`src/rtl/romulus_tbc_sequencer.sv`:
```
// -----------------------------------------------------------------------------
// romulus_tbc_sequencer
//
// Round sequencer for one Skinny-128-384+ TBC call in the Romulus datapath.
// A call is IDLE -> RUN (ROUNDS/UNROLL cycles) -> CORR (one tweakey-correction
// cycle) -> DONE (one-cycle done pulse). From DONE a fresh start chains
// directly into the next call with no IDLE gap. All outputs are Moore, decoded
// from registered state.
//
// Parameters
//   ROUNDS  TBC rounds per call (must be a multiple of UNROLL)
//   UNROLL  rounds evaluated per clock (1 or 2)
//   CONSTW  width of the round-constant output (>= 12 when UNROLL = 2)
//
// Ports
//   clk, rst_n        clock, asynchronous active-low reset
//   start             request a call; honoured only in IDLE or DONE
//   keep_cnt          sampled with an accepted start: 1 = advance counter,
//                     0 = rewind it during the correction cycle
//   busy              high in RUN and CORR
//   done              one-cycle pulse when the call has completed
//   constant          round constant(s) for the current RUN cycle, 0 otherwise
//   sen/senc          state register enable / tbc select
//   xen/xenc          TK1 (key) register enable / tbc select
//   yen/yenc          TK2 (tweak) register enable / tbc select
//   zen/zenc          TK3 (counter) register enable / tbc select
//   correct_cnt       counter-correction source select (valid in CORR only)
// -----------------------------------------------------------------------------
module romulus_tbc_sequencer #(
  parameter int ROUNDS = 40,
  parameter int UNROLL = 1,
  parameter int CONSTW = 12
) (
  input  logic              clk,
  input  logic              rst_n,
  input  logic              start,
  input  logic              keep_cnt,
  output logic              busy,
  output logic              done,
  output logic [CONSTW-1:0] constant,
  output logic              sen,
  output logic              senc,
  output logic              xen,
  output logic              xenc,
  output logic              yen,
  output logic              yenc,
  output logic              zen,
  output logic              zenc,
  output logic              correct_cnt
);

  localparam int CYCLES = ROUNDS / UNROLL;
  localparam int CNTW   = (CYCLES > 1) ? $clog2(CYCLES) : 1;
  localparam logic [CNTW-1:0] LAST_RND = CNTW'(CYCLES - 1);

  typedef enum logic [1:0] {
    IDLE = 2'd0,
    RUN  = 2'd1,
    CORR = 2'd2,
    DONE = 2'd3
  } state_t;

  state_t            state_q, state_d;
  logic [5:0]        rc_q, rc_d;
  logic [CNTW-1:0]   rnd_q, rnd_d;
  logic              keep_q, keep_d;

  // One step of the 6-bit round-constant LFSR.
  function automatic logic [5:0] rc_step(input logic [5:0] v);
    return {v[4:0], ~(v[5] ^ v[4])};
  endfunction

  logic [5:0]        rc_1, rc_2;
  logic [CONSTW-1:0] run_const;

  assign rc_1 = rc_step(rc_q);
  assign rc_2 = rc_step(rc_1);

  // With two rounds per clock the earlier round sits in the low six bits.
  always_comb begin
    run_const = (UNROLL == 2) ? CONSTW'({rc_2, rc_1}) : CONSTW'(rc_1);
  end

  // NOTE: sequential state uses non-blocking assignments so every register
  // samples the pre-edge value of its neighbours, independent of block order.
  always_ff @(posedge clk or negedge rst_n) begin
    if (!rst_n) begin
      state_q <= IDLE;
      rc_q    <= 6'h00;
      rnd_q   <= '0;
      keep_q  <= 1'b0;
    end else begin
      state_q <= state_d;
      rc_q    <= rc_d;
      rnd_q   <= rnd_d;
      keep_q  <= keep_d;
    end
  end

  // NOTE: every combinational output gets a default before the case so no
  // path leaves it unassigned, which would otherwise infer a latch.
  always_comb begin
    state_d = state_q;
    rc_d    = rc_q;
    rnd_d   = rnd_q;
    keep_d  = keep_q;
    unique case (state_q)
      IDLE, DONE: begin
        if (start) begin
          state_d = RUN;
          rc_d    = 6'h00;
          rnd_d   = '0;
          keep_d  = keep_cnt;
        end else begin
          state_d = IDLE;
        end
      end
      RUN: begin
        rc_d = (UNROLL == 2) ? rc_2 : rc_1;
        // Hold the counter on the last round so it never wraps within a call.
        if (rnd_q == LAST_RND) begin
          state_d = CORR;
        end else begin
          rnd_d = rnd_q + 1'b1;
        end
      end
      CORR:    state_d = DONE;
      default: state_d = IDLE;
    endcase
  end

  // Moore output decode.
  always_comb begin
    busy        = 1'b0;
    done        = 1'b0;
    constant    = '0;
    sen         = 1'b0;
    senc        = 1'b0;
    xen         = 1'b0;
    xenc        = 1'b0;
    yen         = 1'b0;
    yenc        = 1'b0;
    zen         = 1'b0;
    zenc        = 1'b0;
    correct_cnt = 1'b0;
    unique case (state_q)
      RUN: begin
        busy     = 1'b1;
        constant = run_const;
        sen      = 1'b1;
        senc     = 1'b1;
        xen      = 1'b1;
        xenc     = 1'b1;
        yen      = 1'b1;
        yenc     = 1'b1;
        zen      = 1'b1;
        zenc     = 1'b1;
      end
      CORR: begin
        // Tweakey registers reload from the correction path, state holds.
        busy        = 1'b1;
        xen         = 1'b1;
        yen         = 1'b1;
        zen         = 1'b1;
        correct_cnt = keep_q;
      end
      DONE:    done = 1'b1;
      default: ;
    endcase
  end

endmodule

```
`config.mk`:
```
export PLATFORM = sky130hd
export DESIGN_NAME = romulus_tbc_sequencer
export DESIGN_NICKNAME = d
export VERILOG_FILES = /design/src/rtl/romulus_tbc_sequencer.sv
export SDC_FILE = /design/constraint.sdc
export NUM_CORES = 1
export LEC_CHECK = 0
export CAP_MARGIN = 20
export CORE_AREA = 2 2 48 50
export DETAILED_ROUTE_END_ITERATION = 7
export DIE_AREA = 0 0 50 52
export HOLD_SLACK_MARGIN = 0.02
export PLACE_DENSITY = 0.75
export SYNTH_ARGS = -nofsm -noshare
export SYNTH_HDL_FRONTEND = slang
export SYNTH_SLANG_ARGS = --single-unit
```
`constraint.sdc`:
```
create_clock -name clk -period 2.1 [get_ports clk]
set_input_delay 0.42 -clock clk [delete_from_list [all_inputs] [get_ports clk]]
set_output_delay 0.42 -clock clk [all_outputs]
set_load 0.01 [all_outputs]
```
Word-level counts from Yosys, hierarchy flattened
Index checks and enable logic that the tools add are counted.
{ "op_classes": {"n_addsub": 1, "eq_ne": 7, "mux": 12, "n_bitwise": 2, "reduce_logical": 7} }
{ "op_table": {"columns": ["op", "n"], "rows": [
  ["$pmux 6 s2", 2],
  ["$mux 6", 3],
  ["$add 6x1->6 const B", 1],
  ["$eq 6x6->1 const B", 1],
  ["$ne 2x2->1 const B", 3],
  ["$pmux 2 s3", 1],
  ["$mux 1", 5],
  ["$eq 2x2->1 const B", 2],
  ["$reduce_and 2->1", 2],
  ["$reduce_or 2->1", 2],
  ["$reduce_and 3->1", 1],
  ["$eq 2x1->1 const B", 1],
  ["$logic_not 2->1", 1],
  ["$mux 2", 1],
  ["$reduce_bool 2->1", 1],
  ["$not 1->1", 1],
  ["$xor 1x1->1", 1]
]} }
{ "totals": {"register_bits": 15, "input_bits": 4, "output_inout_bits": 23, "elab_cells": 33} }

Depth between registers and ports, before layout
{ "depth": {"depth_word": 4, "depth_mapped": 6, "mapped_depth_nobuf": 5} }

Least setup slack after synthesis
No wires, ideal clock.
{ "synth_timing": {"kind": "flip-flop to flip-flop", "start": "reg state_q[0]", "end": "reg rc_q[3]", "setup_time_ns": 0.125, "t_arrival_ns": 1.738, "required_time_ns": 1.975, "setup_slack_ns": 0.238, "path_stages_with_launch": 6, "n_path_buf": 1, "period_less_slack_ns": 1.862, "path_cell_list": "dfrtp_1 -> inv_1 -> ha_1 -> mux2i_1 -> buf_4 -> mux2_2"} }
{ "synth_via": {"elab_chain_len": 4, "word_cells_on_any_way": 8, "cone_classes": "eq/ne: 3; mux: 1; reduce/logical: 4"} }
{ "synth_lines": {"columns": ["item", "line_no", "source"], "rows": [
  ["start: declaration", "63", "state_t state_q, state_d;"],
  ["start signal: assignment", "93", "state_q <= state_d;"],
  ["$eq 2x2->1 / $logic_not 2->1 (equally long branches)", "107", "unique case (state_q)"],
  ["$reduce_or 2->1", "107", null],
  ["$ne 2x2->1 (no source line) / $reduce_bool 2->1 (equally long branches)", null, null],
  ["$reduce_and 2->1 (no source line)", null, null],
  ["end signal: assignment", "94", "rc_q <= rc_d;"],
  ["end: declaration", "64", "logic [5:0] rc_q, rc_d;"]
]} }
Parallel ways exist; a longest one is shown, timed or not.
A chain may end at the register's enable or synchronous reset.

Final worst setup path
{ "layout_timing": {"start": "reg state_q[1]", "end": "out correct_cnt"} }
{ "layout_via": {"elab_chain_len": 2} }
{ "layout_lines": {"columns": ["item", "line_no", "source"], "rows": [
  ["$eq 2x2->1", "146", "unique case (state_q)"],
  ["$mux 1", "146", null],
  ["end: declaration", "49", "output logic correct_cnt"]
]} }
No other way between the ends.

==> results.txt <==
I/O pin cnt -> 27
Critical Path AT -> 1.59 ns
clk_lat worst skew -> 0.29 ns
Residual DRC -> 0
Pins Over Slew Limit -> 0
vias post-DR -> 689
DR pass1 iterations -> 4
Worst VDD drop -> 0.929 mV
Min-Delay Startpoint -> keep_q
synthesized instance count -> 90
vias per cell -> 4.89
Slew headroom -> 55.0%
pwr dens -> 1250 nW/µm²
top_reg_cell synth -> dfrtp_1
total power -> 1510 µW
Yosys cell types -> 30
cells on worst reg2reg path -> 5
per-cell routed wire length -> 12.9 µm
placed cell area -> 1100 µm²
critical path cell sequence -> buf_4 -> ha_4 -> and2_1 -> clkdlybuf4s50_1
hold path endpoint -> keep_q
share of cells above drive strength 1 -> 19.5%
dpl cells -> 134
clock root buffer -> clkbuf_4
fin crit share -> 95.8%
gr usage total -> 16.1%
gr ovfl total -> 0
Worst Clk Skew -> 0.00117 ns
fillers -> 181
TritonCTS Buffers -> 3
P_leak -> 0.000720 µW
pin slew with the least headroom to its limit -> 0.673 ns
Sink Count -> 15
dpl ws -> 0.150 ns
first-pass GRT wire length -> 3070 µm
HP Class -> register to register
top post-synthesis cells by area -> dfrtp_1 (41%), buf_4 (12%), mux2_2 (9.9%)
unrepaired setup endpoints after global routing -> no
commonest non-fill, non-tap cell in the layout -> dfrtp_1
Clock transition at path regs -> 0.09 ns
antenna-violating nets left -> 0
Max Freq -> 497 MHz
row count -> 17
initial antenna violation count -> 0
flops & latches, synth -> 15
status -> finished clean
crit path kind -> register to output port
Max Cap Viol -> 0
# nets final -> 122
H-tree lvl count -> 1
WHS Path Cells -> 1
largest net degree at the start of global routing -> 16
CP endpoint kind -> output port
Worst Setup Slack, final -> 0.0883 ns
Final Hold Vio Count -> 0
Synth area leader -> dfrtp_1
synth warn -> 0
HPWL Detailed -> 1270 µm
vias in the first global route -> 707
most frequent cells in the layout -> dfrtp_1 (15), dlymetal6s2s_1 (10), and2_1 (8), mux2_2 (8), buf_4 (8)
fin crit period -> 2.01 ns
top-area cell type share of the netlist area -> 41.1%
count of flip-flops with a built-in enable after synthesis -> 0
Critical-path top delay cell -> clkdlybuf4s50_1
worst-path maximum fanout -> 3
Mean Syn Cell Area -> 10.1 µm²
Diodes inserted -> 0
setup violators final -> 0
drt total wl -> 1820 µm
Port Buf Inserts -> 20
clock tree buffer depth -> 2
WP data required -> 1.68 ns
startpoint types -> register
DRT iter0 DRCs -> 8
Hold Buf Count CTS -> 0
full die area -> 2600 µm²
worst stage delay on the critical path -> 0.47 ns
Netlist Area Pre-Place -> 913 µm²
r2r setup slk -> 0.19 ns
FFs w/ async S/R, synth -> 100%
Initial Util -> 43.4%
DIE WIDTH -> 50 µm
Die Ht -> 52 µm
sequential area share after synthesis -> 41.1%
CTS tree -> yes
final instance area -> 1200 µm²
Finished Layout Cells -> 141
Crit Reg-Reg Endpoint -> rc_q[1]
Core ar. -> 2110 µm²
R2R Path Start -> state_q[1]
Placer Congestion -> 0.714
Area Growth Syn to Fin -> 31.5%
## registers in the layout, summed over array words and instances (netlist names)
| signal | cells |
|---|---|
| keep_q | 1 |
| rc_q | 6 |
| rnd_q | 6 |
| state_q | 2 |
## routing by layer
layer | track usage, % | part of all wire [%]
met1 | 18.7 | 42
met2 | 27.0 | 52
met3 | 2.59 | 4.0
met4 | 11.1 | 1.8
met5 | 0 | 0
## cells in the mapped netlist (2+ instances only)
cell / instances
a21o_1: 2
and2_1: 8
buf_4: 14
dfrtp_1: 15
ha_1: 4
inv_1: 6
mux2_2: 8
mux2i_1: 2
nand2_1: 6
nand3_1: 3
nand4_1: 2
o211ai_1: 2
## power by group
| group | leakage (µW) | switching, µW | internal (µW) | total (µW) |
|---|---|---|---|---|
| Sequential | 0.000202 | 42.1 | 348 | 390 |
| Combinational | 0.000503 | 442 | 500 | 942 |
| Clock | 0.0000150 | 99.0 | 73.9 | 173 |
## through the flow
step,utilization [%],hold WS (ns),setup TNS (ns)
after floorplan,-,0.124,0
after global placement,52.4,0.479,0
after detailed placement,52.4,0.490,0
after CTS,54.1,0.512,-0.778
after global routing,57.0,0.533,0
final,57.0,0.507,0
## cells by family after synthesis
group / Yosys count / share of synthesized area [%]
XOR/XNOR: 1 / 0.959
adder cells (fa/ha/maj): 4 / 5.48
AO/OA/AOI/OAI: 13 / 10.5
buffers and inverters: 21 / 14.4
other: 1 / 0.411
flip-flops: 15 / 41.1
AND/OR/NAND/NOR: 25 / 15.1
multiplexers: 10 / 12.1
## worst max path at each step
| stage | startpoint | endpoint | cells after the start |
|---|---|---|---|
| 2_1_floorplan | state_q[0] | rc_q[3] | 5 |
| 3_3_place_gp | state_q[1] | constant[0] | 5 |
| 3_5_place_dp | state_q[1] | constant[0] | 5 |
| 4_1_cts | state_q[1] | constant[4] | 4 |
| 5_1_grt | state_q[0] | correct_cnt | 4 |
| 6_report | state_q[1] | correct_cnt | 4 |
## what timing repair did
item                       in CTS  in global routing
gates resized for setup         6                 12
setup buffers                   1                  2
gates cloned                    0                  0
setup endpoints to repair      14                 12
## area by class of cell
class	instances	area, µm²	share of cell area, %
Sequential cell	15	375	31.3
Tap cell	28	35.0	2.92
Timing Repair Buffer	29	292	24.3
Clock buffer	4	26.3	2.19
Multi-Input combinational cell	59	450	37.5
Inverter	6	22.5	1.88
## worst max-delay path, delay by kind of cell (launching register included)
kind                     cells  cell delay [ns]
adder cells (fa/ha/maj)      1             0.15
buffers and inverters        2             0.62
flip-flops                   1             0.41
AND/OR/NAND/NOR              1             0.12
No activity file was read; power rests on OpenSTA's default activity.
==> patch, RTL diff (same settings) <==
Re-encode `state_t` (4 states) as one-hot, 4 bits wide.
--- a/src/rtl/romulus_tbc_sequencer.sv
+++ b/src/rtl/romulus_tbc_sequencer.sv
@@ -55,7 +55,7 @@
 
-  typedef enum logic [1:0] {
-    IDLE = 2'd0,
-    RUN  = 2'd1,
-    CORR = 2'd2,
-    DONE = 2'd3
+  typedef enum logic [3:0] {
+    IDLE = 4'b0001,
+    RUN  = 4'b0010,
+    CORR = 4'b0100,
+    DONE = 4'b1000
   } state_t;
Formal check against the unedited RTL: no difference found for any inputs over 10 cycles, from zero or initial values and one cycle with rst_n low; not proved beyond that.
==> patch against the unedited design <==
Sequential share of layout area grew 7.6 points; wire length decreased by 9.3%; cell area fell by 8.1%; worst setup slack lost 0.030 ns; synthesized area down 4.0%; via count decreased by 8.9%; fmax is 1.5% lower; sequential cell count increased by 2; critical path type unchanged.
Power is not compared: it rests on default switching activity, and its combinational part moved more than twofold at a synthesized area within 25%.
==> patch: results <==
[drt]
viasPerCell = 4.758
drtIter0Drc = 16
wirelength_um = 1654
drt_first_pass_iters = 4
vias = 628

[clocking]
clock_latency_ns = 0.28
cts_buffer_depth = 2
htreeDepth = 1
path_clk_slew_ns = 0.09
root_buffer = "clkbuf_4"
cts_buffers = 3

[synthesis]
synthTopCellsByArea = "dfrtp_1 46%, buf_4 12%, a21o_1 5.1%"
yosys-top-cells-count = "16 x dfrtp_1, 14 x buf_4, 7 x and2_1, 7 x nand3_1, 6 x a21o_1"
ys_types = 27
ys_async_sr_fraction_pct = 100.0
avgSynthCellArea_um2 = 10.96
seq_area_frac_synth_pct = 48.64
yosys_warnings = 0

[placed_design]
placed_cell_area_um2 = 1056
place_inst = 123
io_buffers = 20
gp_congestion = 0.8618
dp_hpwl_um = 1151

[cells_and_area]
drive_gt1_share_pct = 25.96
final_nets = 110
fill_cells = 198
diodes = 0
largestRegisters = "rc_q: 6 flops, rnd_q: 6 flops, state_q: 4 flops"

[run_status]
status = "completed"

[power]
peakVddDrop_uv = 622.3
leakage_nw = 0.6062

[sta]
clock_skew_ns = 0.006922
worstMarginPinSlew_ns = 0.5725

[grt]
grt_use_total_pct = 13.72
grt_pass1_vias = 598
grt_max_degree = 18
grt_pass1_wl_um = 2684
antenna_found_initial = 0

[setup_path]
cp_data_arrival_time_ns = 1.62
startpoint = "state_q[0]$_DFFE_PN1P_"
critPathMaxFanout = 4

[hold_path]
worstHoldPathType = "primary input to asynchronous set/reset pin"
-- patch: cell count changes in the layout (fill, tap and decap cells not counted), sizes merged, moves of 3 or more --
cell,change
mux2,-7
nand2,-5
dlymetal6s2s,-9
nand3,+4
clkdlybuf4s15,+5
clkbuf,+6
nor4b,+3
o21ai,+4
clkdlybuf4s50,-3
ha,-3
a21o,+4
inv,-4
-- patch: cell families after synthesis --
family	after synthesis	share of synthesized area [%]
compound gates	14	11.13
simple gates	26	20.26
buf+inv	16	12.84
xor+xnor	4	3.995
mux	1	1.284
flops	17	48.64
fa+ha+maj	1	1.426
other cells	1	0.4275
-- patch: per-stage QoR --
| step | power (W) | worst slack [ns] | hold slack, ns | util, % |
|---|---|---|---|---|
| global placement | 0.0008372 | -0.008109 | 0.4539 | 50.15 |
| global route | 0.001097 | -0.00005118 | 0.4451 | 52.41 |
| detailed placement | 0.0008576 | -0.03515 | 0.4574 | 50.15 |
| finish | 0.001025 | 0.05795 | 0.4410 | 52.41 |
| CTS | 0.001020 | -0.1610 | 0.4448 | 52.05 |
| floorplan | 0.0007345 | 0.3758 | 0.1244 | - |
-- patch: power by group --
part	internal (W)	leakage, nW	switching, W
logic	0.000194	0.366	0.000209
clock network	0.0000737	0.0150	0.0000928
registers	0.000403	0.225	0.0000525
-- patch: critical path, stage by stage, from the launching register on --
cell and delay [ns]:
dfstp_2 0.57, nor4b_4 0.05, buf_4 0.14, or2_2 0.33, clkdlybuf4s15_1 0.25
-- patch: per-layer routing --
metal	share of wire [%]	vias to the layer above	global-route usage, %
li1	-	309	-
met1	43	297	16.42
met2	54	22	25.44
met3	3.7	0	2.586
met4	0	0	2.778
met5	0	-	0
-- patch: final cells by class --
| cell class | count | area, um2 | area share, % |
|---|---|---|---|
| clock buffer | 4 | 26.28 | 2.381 |
| inverter | 2 | 7.507 | 0.6803 |
| multi-input combinational | 52 | 371.6 | 33.67 |
| sequential | 17 | 429.2 | 38.89 |
| tap | 28 | 35.03 | 3.175 |
| timing repair buffer | 29 | 234.0 | 21.20 |
-- patch: worst paths after layout --
path / slack, ns / endpoint / cells after the start
hold reg to reg: 0.48 / rc_q[2]$_DFFE_PN0P_ / 1
max in group asynchronous: 1.41 / state_q[0]$_DFFE_PN1P_ / 2
hold / removal: 0.44 / rnd_q[1]$_DFFE_PN0P_ / 2
min in group clk: 0.48 / rc_q[2]$_DFFE_PN0P_ / 1
setup / recovery: 0.06 / xen / 4
setup reg to reg: 0.25 / rnd_q[5]$_DFFE_PN0P_ / 6
-- patch: what timing repair did --
action / in CTS / in global routing
gates resized for setup: 21 / 17
pin swaps: 1 / 2
gates cloned: 0 / 0
setup endpoints to repair: 17 / 16
hold endpoints to repair: 0 / 0
buffers inserted: 3 / 2
